**config.mk**
```make
export PLATFORM = sky130hd
export DESIGN_NAME = bc_stream_arbiter
export DESIGN_NICKNAME = d
export VERILOG_FILES = /design/src/rtl/bc_stream_arbiter.sv
export SDC_FILE = /design/constraint.sdc
export NUM_CORES = 1
export LEC_CHECK = 0
export CAP_MARGIN = 25
export CORE_UTILIZATION = 46
export DETAILED_ROUTE_END_ITERATION = 12
export GPL_ROUTABILITY_DRIVEN = 0
export PLACE_DENSITY = 0.89
export SYNTH_ARGS = -nofsm -noshare
export SYNTH_HDL_FRONTEND = slang
export SYNTH_SLANG_ARGS = --single-unit
export TNS_END_PERCENT = 100
```
**constraint.sdc**
```tcl
create_clock -name clk -period 4 [get_ports clk]
set_input_delay 0.4 -clock clk [delete_from_list [all_inputs] [get_ports clk]]
set_output_delay 0.4 -clock clk [all_outputs]
set_load 0.02 [all_outputs]
```
**src/rtl/bc_stream_arbiter.sv**
```systemverilog
// Round-robin, burst-locked arbiter merging two valid/ready producers into one
// registered output stream tagged with the source ID of each word.
module bc_stream_arbiter #(
  parameter int DATA_W    = 16,
  parameter int MAX_BURST = 4
) (
  input  logic              clk,
  input  logic              rst,
  input  logic              en,
  input  logic              s0_valid,
  input  logic [DATA_W-1:0] s0_data,
  output logic              s0_rdy,
  input  logic              s1_valid,
  input  logic [DATA_W-1:0] s1_data,
  output logic              s1_rdy,
  output logic              m_valid,
  output logic [DATA_W-1:0] m_data,
  output logic              m_src,
  input  logic              m_rdy,
  output logic              busy
);

  localparam int CNT_W = $clog2(MAX_BURST + 1);
  localparam logic [CNT_W-1:0] LAST_CNT = CNT_W'(MAX_BURST - 1);

  typedef enum logic [1:0] {IDLE, GRANT0, GRANT1} state_t;

  state_t           state;
  logic             last_grant;
  logic [CNT_W-1:0] burst_cnt;

  logic space;
  logic acc0;
  logic acc1;
  logic cur_id;
  logic cur_valid;
  logic oth_valid;
  logic cur_acc;
  logic burst_end;
  logic release_now;
  logic idle_pick;

  assign space  = ~m_valid | m_rdy;
  assign s0_rdy = (state == GRANT0) & space;
  assign s1_rdy = (state == GRANT1) & space;
  assign busy   = (state != IDLE) | m_valid;

  // A burst ends on its last accept, on a producer gap, or as soon as en drops
  // (an accept in that same cycle still goes through).
  always_comb begin
    acc0        = s0_rdy & s0_valid;
    acc1        = s1_rdy & s1_valid;
    cur_id      = (state == GRANT1);
    cur_valid   = cur_id ? s1_valid : s0_valid;
    oth_valid   = cur_id ? s0_valid : s1_valid;
    cur_acc     = acc0 | acc1;
    burst_end   = cur_acc & (burst_cnt == LAST_CNT);
    release_now = burst_end | (~cur_valid & ~cur_acc) | ~en;
    idle_pick   = (s0_valid & s1_valid) ? ~last_grant : s1_valid;
  end

  always_ff @(posedge clk or posedge rst) begin
    if (rst) begin
      state      <= IDLE;
      last_grant <= 1'b1;
      burst_cnt  <= '0;
    end else begin
      case (state)
        IDLE: begin
          if (en && (s0_valid || s1_valid)) begin
            state      <= idle_pick ? GRANT1 : GRANT0;
            last_grant <= idle_pick;
            burst_cnt  <= '0;
          end
        end
        GRANT0, GRANT1: begin
          if (release_now) begin
            burst_cnt <= '0;
            if (en && oth_valid) begin
              state      <= cur_id ? GRANT0 : GRANT1;
              last_grant <= ~cur_id;
            end else if (en && cur_valid && burst_end) begin
              state      <= cur_id ? GRANT1 : GRANT0;
              last_grant <= cur_id;
            end else begin
              state <= IDLE;
            end
          end else if (cur_acc) begin
            burst_cnt <= burst_cnt + 1'b1;
          end
        end
        default: state <= IDLE;
      endcase
    end
  end

  // One-entry output register; contents are held while the buffer stalls.
  always_ff @(posedge clk or posedge rst) begin
    if (rst) begin
      m_valid <= 1'b0;
      m_data  <= '0;
      m_src   <= 1'b0;
    end else if (acc0) begin
      m_valid <= 1'b1;
      m_data  <= s0_data;
      m_src   <= 1'b0;
    end else if (acc1) begin
      m_valid <= 1'b1;
      m_data  <= s1_data;
      m_src   <= 1'b1;
    end else if (m_rdy) begin
      m_valid <= 1'b0;
    end
  end

endmodule

```
==> impl_metrics.tcl <==
set metrics [dict create \
    end_kind "primary output" \
    netlist_top_cells_count "23 x dfrtp_1, 20 x nor2_1, 19 x a21oi_1, 17 x mux2i_1, 12 x nand2_1" \
    cap_violations 0 \
    clk_latency_ns 0.32 \
    r2r_end "m_data[6]" \
    initial_utilization 0.483 \
    layout_setup_ws_ns 1.41 \
    postSynthRegisterBits 24 \
    startpoint "state[0]" \
    dr.pass1.iters 4 \
    synth_compound_area_frac 0.167 \
    hold_path_class "reg -> reg" \
    finalNetCount 248 \
    rsz0062_at_grt "false" \
    clockBufferDepth 2 \
    tightest_slew_ns 0.971 \
    yosys-mux-area-fraction 0.155 \
    max_slew_margin 0.353 \
    power.leakage_nw 0.840 \
    hold_slack_ns 0.497 \
    dp.final_hpwl_mm 2.74 \
    cp.arrival_ns 2.19 \
    synth_ff_type "dfrtp_1" \
    viasPerCell 5.31 \
    hold-path-cell-count 2 \
    multi_input_area_um2 771 \
    synthXorXnorAreaFrac 0 \
    peakVddDrop_v 0.000316 \
    vias 1311 \
    fmax_ghz 0.386 \
    routedWlPerCell_um 14.4 \
    synth.net_count 194 \
    grt_max_degree 34 \
    r2r-start "state[0]" \
    worstPathRequired_ns 3.60 \
    synth_edf_count 0 \
    avgSynthCellArea_um2 9.76 \
    synth_top_area_cell "dfrtp_1" \
    p_per_area_nw_per_um2 667 \
    yosys_warnings 0 \
    ys_seq_area_frac 0.411 \
    startpoint_type "flip-flop" \
    area_growth_pct 41.2 \
    crit_type "reg -> out" \
    path_clk_slew_ns 0.13 \
    nFillCells 238 \
    reg2regPathDepth 5 \
    wirelength_mm 3.56 \
    crit_fanout 10 \
    fin_skew_ns 0.00205 \
    hold_buffers 0 \
    dieArea_um2 3410 \
    track_usage 0.215 \
    io_buffers 58 \
    outcome "complete, no violations" \
    synth_cell_types 38 \
    ant_nets 0 \
    post-route-period-util 0.647 \
    synth-simple-area-share 0.154 \
    die_w_um 58.4 \
    async_reset_ff_frac 1.00 \
    yosysMostFrequentCell "dfrtp_1" \
    cts_setup_buffers 0 \
    core_um2 3030 \
    netlist_area_um2 1460 \
    cts_resized 0 \
    rows 20 \
    hold_viol 0 \
    cts_tree "yes" \
    seq_area_um2 602 \
    synth_area_leaders "dfrtp_1 39%, mux2i_1 12%, a21oi_1 6.5%, ha_1 5.1%, nor2_1 5.1%" \
    overflow 0 \
    pre_cts_ws_ns 1.41 \
    clockRootBuffer "clkbuf_4" \
    drcViolationCount 0 \
    grt_pass1_vias 1224 \
    die_h_um 58.4 \
    slew_violations 0 \
    timing.reg2reg.setup_slack_ns 1.65 \
    synth_top_area_frac 0.393 \
    grt_pass1_wl_mm 5.57 \
    io-pin-count 59 \
    period_needed_ns 2.59 \
    syn_inst 150 \
    hold_start "burst_cnt[2]" \
    drive_gt1_frac 0.0739 \
    cts.sinks 24 \
    num_antenna_cells 0 \
    cts_inserted_buffers 3 \
    antenna_found_initial 0 \
    min_to "burst_cnt[2]" \
    htreeDepth 1 \
    synth-adder-area-share 0.0513 \
    synth_top_family_by_area "compound AO/OA/AOI/OAI gates" \
    report.final.setup_viol 0 \
    fin_setup_tns_ns 0 \
    drt_iter0_drc 71 \
]
worst max path at each step:
| stage | slack, ns | to | cells past startpoint |
|---|---|---|---|
| detailed placement | 1.41 | m_data[6] | 4 |
| finish | 1.41 | s1_rdy | 5 |
| global placement | 1.51 | m_data[7] | 4 |
| floorplan | 2.26 | burst_cnt[0] | 8 |
| global route | 1.26 | s1_rdy | 5 |
| CTS | 1.42 | s1_rdy | 5 |
critical path, cell delays in order (launching register included):
cell and delay [ns]:
dfrtp_1 0.44, inv_1 0.11, ha_1 0.38, inv_1 0.16, nor2_1 0.15, clkdlybuf4s50_1 0.62
power breakdown:
part           switching, mW  internal [mW]
Sequential            0.0659          0.354
Combinational          0.428          0.400
Clock                 0.0741         0.0557
Total                  0.568          0.810
stage by stage:
step | std cells | total power [mW] | instance area (um^2) | util
2_1_floorplan | 150 | 0.937 | 1460 | -
3_3_place_gp | 243 | 1.22 | 2030 | 0.671
3_5_place_dp | 243 | 1.25 | 2030 | 0.671
4_1_cts | 247 | 1.38 | 2070 | 0.683
5_1_grt | 247 | 1.47 | 2070 | 0.683
6_report | 247 | 1.38 | 2070 | 0.683
cell families (layout without fill, tap and decap cells):
group	count (synthesis)	count (layout)
muxes	21	21
adders and majority gates	6	6
DFF	24	24
and+or+nand+nor	47	47
AOI/OAI and AO/OA	37	37
buffers and inverters	15	68
placed cells by master, fill, tap and decap left out, types with 2 or more instances in the layout:
cell,netlist,routed
a211oi_1,2,2
clkdlybuf4s50_1,0,58
a211o_1,2,2
nand2b_1,2,2
dfrtp_1,23,23
mux2_4,3,3
mux2i_1,17,17
inv_1,6,6
o21ai_0,3,3
nand2_1,12,12
ha_1,6,6
a21oi_1,19,19
a21o_1,2,2
nor3_1,2,2
nand3_2,2,2
clkbuf_4,0,3
nor2_1,20,20
metal layers:
layer | vias to the layer above | track usage | wire length (um)
met5 | - | 0 | 0
met4 | 0 | 0.0578 | 30
met3 | 3 | 0.0330 | 268
met2 | 60 | 0.391 | 1790
met1 | 616 | 0.265 | 1470
li1 | 632 | - | -
area by class of cell:
cell class / count / area share
sequential: 24 / 0.291
inverter: 6 / 0.0109
multi-input combinational: 111 / 0.373
timing repair buffer: 58 / 0.281
tap: 44 / 0.0266
clock buffer: 4 / 0.0176
state kept, by name, indices dropped and copies added (netlist names):
register,count
m_src,1
state,2
m_valid,1
burst_cnt,3
m_data,16
last_grant,1
Power figures use the tool's default switching activity.
